### config.mk
export PLATFORM = sky130hd
export DESIGN_NAME = count_op_sequencer
export DESIGN_NICKNAME = d
export VERILOG_FILES = /design/src/rtl/count_op_sequencer_pkg.sv /design/src/rtl/count_op_sequencer_watchdog.sv /design/src/rtl/count_op_sequencer.sv
export SDC_FILE = /design/constraint.sdc
export NUM_CORES = 1
export LEC_CHECK = 0
export ABC_AREA = 0
export CORE_MARGIN = 4
export CORE_UTILIZATION = 45
export DETAILED_ROUTE_END_ITERATION = 7
export GPL_ROUTABILITY_DRIVEN = 0
export PLACE_DENSITY = 0.7
export SETUP_SLACK_MARGIN = 0.05
export SLEW_MARGIN = 20
export SYNTH_ARGS = -nofsm -noshare
export SYNTH_HDL_FRONTEND = slang
export SYNTH_HIERARCHICAL = 1
export SYNTH_SLANG_ARGS = --single-unit
### constraint.sdc
create_clock -name clock -period 3.7 [get_ports clock]
set_clock_uncertainty 0.2 [all_clocks]
set_input_delay 0.74 -clock clock [delete_from_list [all_inputs] [get_ports clock]]
set_output_delay 0.74 -clock clock [all_outputs]
set_load 0.05 [all_outputs]
### src/rtl/count_op_sequencer_pkg.sv
// Shared definitions for the countEN/op_done sequencer: state encoding and
// default parameter values.
package count_op_sequencer_pkg;

  typedef enum logic [2:0] {
    ST_IDLE = 3'd0,
    ST_RUN  = 3'd1,
    ST_GAP  = 3'd2,
    ST_DONE = 3'd3,
    ST_ERR  = 3'd4
  } state_e;

  localparam int DEF_OPS_W      = 32'sd8;
  localparam int DEF_GAP_CYCLES = 32'sd2;
  localparam int DEF_TIMEOUT    = 32'sd64;

endpackage : count_op_sequencer_pkg

### src/rtl/count_op_sequencer_watchdog.sv
// Loadable down-counter shared by the RUN timeout check and the GAP timer;
// expired is high once the count has reached zero.
module op_watchdog #(
  parameter int CNT_W = 32'sd6
) (
  input  logic             clock,
  input  logic             reset,
  input  logic             load,
  input  logic [CNT_W-1:0] load_val,
  output logic             expired
);

  logic [CNT_W-1:0] cnt_q;
  logic [CNT_W-1:0] cnt_d;

  // next count: load has priority, otherwise count down and stop at zero
  always_comb begin
    cnt_d = cnt_q;
    if (load) begin
      cnt_d = load_val;
    end else if (cnt_q != '0) begin
      cnt_d = cnt_q - CNT_W'(1'b1);
    end else begin
      cnt_d = cnt_q;
    end
  end

  // counter register
  always_ff @(posedge clock) begin
    if (reset) begin
      cnt_q <= '0;
    end else begin
      cnt_q <= cnt_d;
    end
  end

  assign expired = (cnt_q == '0);

endmodule : op_watchdog

### src/rtl/count_op_sequencer.sv
// Initiator-side sequencer for the counter block's countEN/op_done handshake:
// runs a job of num_ops operations with idle gaps and a no-response watchdog.
module count_op_sequencer
  import count_op_sequencer_pkg::*;
#(
  parameter int OPS_W      = DEF_OPS_W,
  parameter int GAP_CYCLES = DEF_GAP_CYCLES,
  parameter int TIMEOUT    = DEF_TIMEOUT
) (
  input  logic             clock,
  input  logic             reset,
  input  logic             start,
  input  logic [OPS_W-1:0] num_ops,
  input  logic             abort,
  input  logic             op_done,
  output logic             countEN,
  output logic             busy,
  output logic [OPS_W-1:0] ops_completed,
  output logic             job_done,
  output logic             timeout_err
);

  localparam int WD_MAX = (TIMEOUT > GAP_CYCLES) ? TIMEOUT : GAP_CYCLES;
  localparam int WD_W   = $clog2(WD_MAX);
  // the counter is loaded with N-1 so that expired marks the N-th cycle
  localparam logic [WD_W-1:0]  RUN_LOAD = WD_W'(TIMEOUT - 32'sd1);
  localparam logic [WD_W-1:0]  GAP_LOAD = WD_W'(GAP_CYCLES - 32'sd1);
  localparam logic [OPS_W-1:0] OPS_ONE  = OPS_W'(1'b1);

  state_e           state_q, state_d;
  logic [OPS_W-1:0] num_ops_q, num_ops_d;
  logic [OPS_W-1:0] ops_q, ops_d;
  logic             count_en_q, count_en_d;
  logic             busy_q, busy_d;
  logic             job_done_q, job_done_d;
  logic             timeout_err_q, timeout_err_d;

  logic             accept_start_s;
  logic             op_hit_s;
  logic [OPS_W-1:0] ops_inc_s;
  logic             wd_load_s;
  logic [WD_W-1:0]  wd_load_val_s;
  logic             wd_expired_s;

  assign accept_start_s = (state_q == ST_IDLE) && start && !abort;
  assign op_hit_s       = (state_q == ST_RUN) && op_done && !abort;
  assign ops_inc_s      = ops_q + OPS_ONE;

  op_watchdog #(
    .CNT_W (WD_W)
  ) u_watchdog (
    .clock    (clock),
    .reset    (reset),
    .load     (wd_load_s),
    .load_val (wd_load_val_s),
    .expired  (wd_expired_s)
  );

  // state register
  always_ff @(posedge clock) begin
    if (reset) begin
      state_q <= ST_IDLE;
    end else begin
      state_q <= state_d;
    end
  end

  // next-state logic; abort outranks every other event
  always_comb begin
    state_d = state_q;
    case (state_q)
      ST_IDLE: begin
        if (abort) begin
          state_d = ST_IDLE;
        end else if (start) begin
          state_d = (num_ops == '0) ? ST_DONE : ST_RUN;
        end else begin
          state_d = ST_IDLE;
        end
      end
      ST_RUN: begin
        if (abort) begin
          state_d = ST_IDLE;
        end else if (op_done) begin
          state_d = (ops_inc_s == num_ops_q) ? ST_DONE : ST_GAP;
        end else if (wd_expired_s) begin
          state_d = ST_ERR;
        end else begin
          state_d = ST_RUN;
        end
      end
      ST_GAP: begin
        if (abort) begin
          state_d = ST_IDLE;
        end else if (wd_expired_s) begin
          state_d = ST_RUN;
        end else begin
          state_d = ST_GAP;
        end
      end
      ST_DONE: state_d = ST_IDLE;
      ST_ERR:  state_d = ST_IDLE;
      default: state_d = ST_IDLE;
    endcase
  end

  // outputs are decoded from the next state so they can be registered
  // without adding a cycle of latency
  always_comb begin
    count_en_d    = (state_d == ST_RUN);
    busy_d        = (state_d != ST_IDLE);
    job_done_d    = (state_d == ST_DONE);
    num_ops_d     = accept_start_s ? num_ops : num_ops_q;
    ops_d         = ops_q;
    timeout_err_d = timeout_err_q;
    wd_load_s     = 1'b0;
    wd_load_val_s = RUN_LOAD;
    if (accept_start_s) begin
      ops_d = '0;
    end else if (op_hit_s) begin
      ops_d = ops_inc_s;
    end else begin
      ops_d = ops_q;
    end
    if (accept_start_s) begin
      timeout_err_d = 1'b0;
    end else if (state_d == ST_ERR) begin
      timeout_err_d = 1'b1;
    end else begin
      timeout_err_d = timeout_err_q;
    end
    if ((state_d == ST_RUN) && (state_q != ST_RUN)) begin
      wd_load_s     = 1'b1;
      wd_load_val_s = RUN_LOAD;
    end else if ((state_d == ST_GAP) && (state_q != ST_GAP)) begin
      wd_load_s     = 1'b1;
      wd_load_val_s = GAP_LOAD;
    end else begin
      wd_load_s     = 1'b0;
      wd_load_val_s = RUN_LOAD;
    end
  end

  // output and datapath registers
  always_ff @(posedge clock) begin
    if (reset) begin
      num_ops_q     <= '0;
      ops_q         <= '0;
      count_en_q    <= 1'b0;
      busy_q        <= 1'b0;
      job_done_q    <= 1'b0;
      timeout_err_q <= 1'b0;
    end else begin
      num_ops_q     <= num_ops_d;
      ops_q         <= ops_d;
      count_en_q    <= count_en_d;
      busy_q        <= busy_d;
      job_done_q    <= job_done_d;
      timeout_err_q <= timeout_err_d;
    end
  end

  assign countEN       = count_en_q;
  assign busy          = busy_q;
  assign ops_completed = ops_q;
  assign job_done      = job_done_q;
  assign timeout_err   = timeout_err_q;

endmodule : count_op_sequencer

==> metrics <==
status complete, no violations; Top Ports 25; Antenna Nets Post-Route 0; DR iter-0 viols 40; asr flop ratio synth 0; fin. max-slew vios 0; cts hold-fix bufs 0; Synth cell types 49; placed cells 258; RSZ-0062 raised after global routing false; Finished Layout Cells 266; drt via density 5.43; Num Clock Sinks 29; sequential area share after synthesis 0.354; gr usage total 0.179; synthesized net count 205; fmax 316 MHz; worst slew pin tran 637 ps; area leader, netlist dfxtp_1; period utilization 0.855; main flop type after synthesis dfxtp_1; synth-to-layout area growth 23.7%; r2r setup slk 710 ps; post-synth top area share 0.354; endpoints failing setup 0; first-pass GRT wire length 6240 um; Hold Path End timeout_err; ranking of synthesized cells by area dfxtp_1 35%, xnor2_1 6.4%, mux2i_1 6.1%; Crit path largest cell delay 550 ps; layout cells sized above 1 0.118; Layout Nets 235; crit path launch type primary input; CP max FO 13; Port Buf Inserts 24; design area 2030 sq um; leakage power total 0.000760 uW; vias in the first global route 1446; WL/cell 13.7 um; Max-slew headroom 0.573; WP data required 3710 ps; kind of critical path primary input to flop; post-CTS setup buffers 0; initial antenna violation count 0; remaining routing DRC violations 0; reg2reg end u_watchdog/cnt_q[1]; die area 4680 sq um; Pre-antenna DRT Iters 4; CP Capture Type flop; CTS clk-pin slew, worst paths 60 ps; Hold Crit Class flop to flop; Synth Cell Area 1640 sq um; Hold Crit Start timeout_err; Root Buffer Master clkbuf_8; final hold vios 0; DP Area 1950 sq um; VDD IR max 239 uV; Rows 21; TritonCTS buffer count 5; Worst path most repeated cell o21ai_1; R2R depth 12; slowest CP cell or4_1; PwrDens 475 nW/um^2; Core ar. 3440 sq um; Final min period 3160 ps; crit path DAT 3170 ps; FF-to-FF Start u_watchdog/cnt_q[0]; initial core utilization 0.477; Cells after Synth 189; Post-synth EDFFs 0; setup_tns 0 ps; largest net degree at the start of global routing 18; WL final 3660 um; CP Cell Sequence clkdlybuf4s50_1 > or2_1 > nor2_1 > nand4_1 > or4_1 > o21ai_1 > o21ai_1 > buf_4 > or3_1 > o221ai_1; filler instances 316; worst skew pair latency 290 ps; Synth warnings 6; Die X-Extent 68.4 um; Inserted Diodes 0; GR Overflow Total 0; Syn Area/Cell 8.69 sq um; maximum buffer depth of the clock tree 2; CTS tree done; MaxCap Viol Count 0; Hold Path Stages 2; post-CTS sizing 0; CTS HTree Levels 2; via count 1444; Die Height 68.4 um; DP HPWL 2730 um; synthesized flop and latch total 29; Final Util 0.590
## cell usage after synthesis (3+ instances only)
library cell	instances
dfxtp_1	29
nor2b_1	3
a211o_1	3
inv_1	5
a31o_1	5
o21ai_1	3
nand2b_1	5
and3_1	3
a21oi_1	12
mux2i_1	10
clkbuf_1	4
nor2_1	25
ha_1	3
nand2_1	16
nor4_1	4
xnor2_1	12
nor3b_1	5
## kinds of logic (layout without fill, tap and decap cells)
logic type	Yosys count	in the layout	synth area share
other	1	1	0.00228
flip-flops	29	29	0.354
buffers and inverters	12	43	0.0335
AND/OR/NAND/NOR	84	84	0.297
adder cells (fa/ha/maj)	3	3	0.0229
AO/OA/AOI/OAI	37	37	0.161
XOR/XNOR	13	13	0.0694
multiplexers	10	10	0.0610
## cell usage in the layout, fill, tap and decap left out, types with 3 or more instances in the layout
| cell | netlist | layout |
|---|---|---|
| dfxtp_1 | 29 | 29 |
| nor2_1 | 25 | 25 |
| clkdlybuf4s50_1 | 0 | 24 |
| nand2_1 | 16 | 16 |
| xnor2_1 | 12 | 12 |
| a21oi_1 | 12 | 12 |
| mux2i_1 | 10 | 10 |
| buf_4 | 0 | 6 |
| nand2b_1 | 5 | 5 |
| inv_1 | 5 | 5 |
| nor3b_1 | 5 | 5 |
| a31o_1 | 5 | 5 |
| clkbuf_8 | 0 | 5 |
| nor4_1 | 4 | 4 |
| and3_1 | 3 | 3 |
| a211o_1 | 3 | 3 |
| nor2b_1 | 3 | 3 |
| o21ai_1 | 3 | 3 |
| ha_1 | 3 | 3 |
## critical path: cells and delay by family
kind | cells | cell delay (ps)
AND/OR/NAND/NOR | 5 | 1380
buffers and inverters | 2 | 600
AO/OA/AOI/OAI | 3 | 440
## flip-flops by register name, summed over array words and instances, names as in the netlist
name / flops
num_ops_q: 8
ops_completed: 8
timeout_err: 1
state_q: 3
u_watchdog/cnt_q: 6
job_done: 1
busy: 1
countEN: 1
## worst max path at each step
stage,from,endpoint,cells after the start
after floorplan,ops_completed[0],u_watchdog/cnt_q[0],10
after global placement,abort,u_watchdog/cnt_q[1],10
after detailed placement,abort,u_watchdog/cnt_q[1],10
after CTS,abort,u_watchdog/cnt_q[1],10
after global routing,abort,u_watchdog/cnt_q[1],10
final,abort,u_watchdog/cnt_q[1],10
## final cells by class
type / instances / area, sq um / share of cell area
clock buffers: 6 / 72.6 / 0.0357
well taps: 46 / 57.6 / 0.0283
multi-input cells: 148 / 1010 / 0.495
repair buffers: 30 / 285 / 0.140
clock inverters: 2 / 10.0 / 0.00493
flip-flops and latches: 29 / 581 / 0.286
inverters: 5 / 18.8 / 0.00924
## through the flow
step / total power [uW] / hold slack (ps) / setup WS [ps]
after detailed placement: 715 / 288 / 257
after CTS: 973 / 302 / 531
final: 965 / 299 / 537
after global routing: 1020 / 345 / 334
after global placement: 701 / 258 / 334
after floorplan: 636 / 275 / 513
## where the power goes
| part | internal (uW) | switching [uW] |
|---|---|---|
| Sequential | 350 | 45.6 |
| Clock | 130 | 125 |
| Combinational | 152 | 162 |
## layer usage
layer	track usage	vias to the layer above	share of wire
met3	0.0558	10	0.036
met4	0.0844	0	0.027
met2	0.300	35	0.49
li1	-	730	-
met5	0	-	0
met1	0.204	669	0.44
No activity file was read; power rests on OpenSTA's default activity.
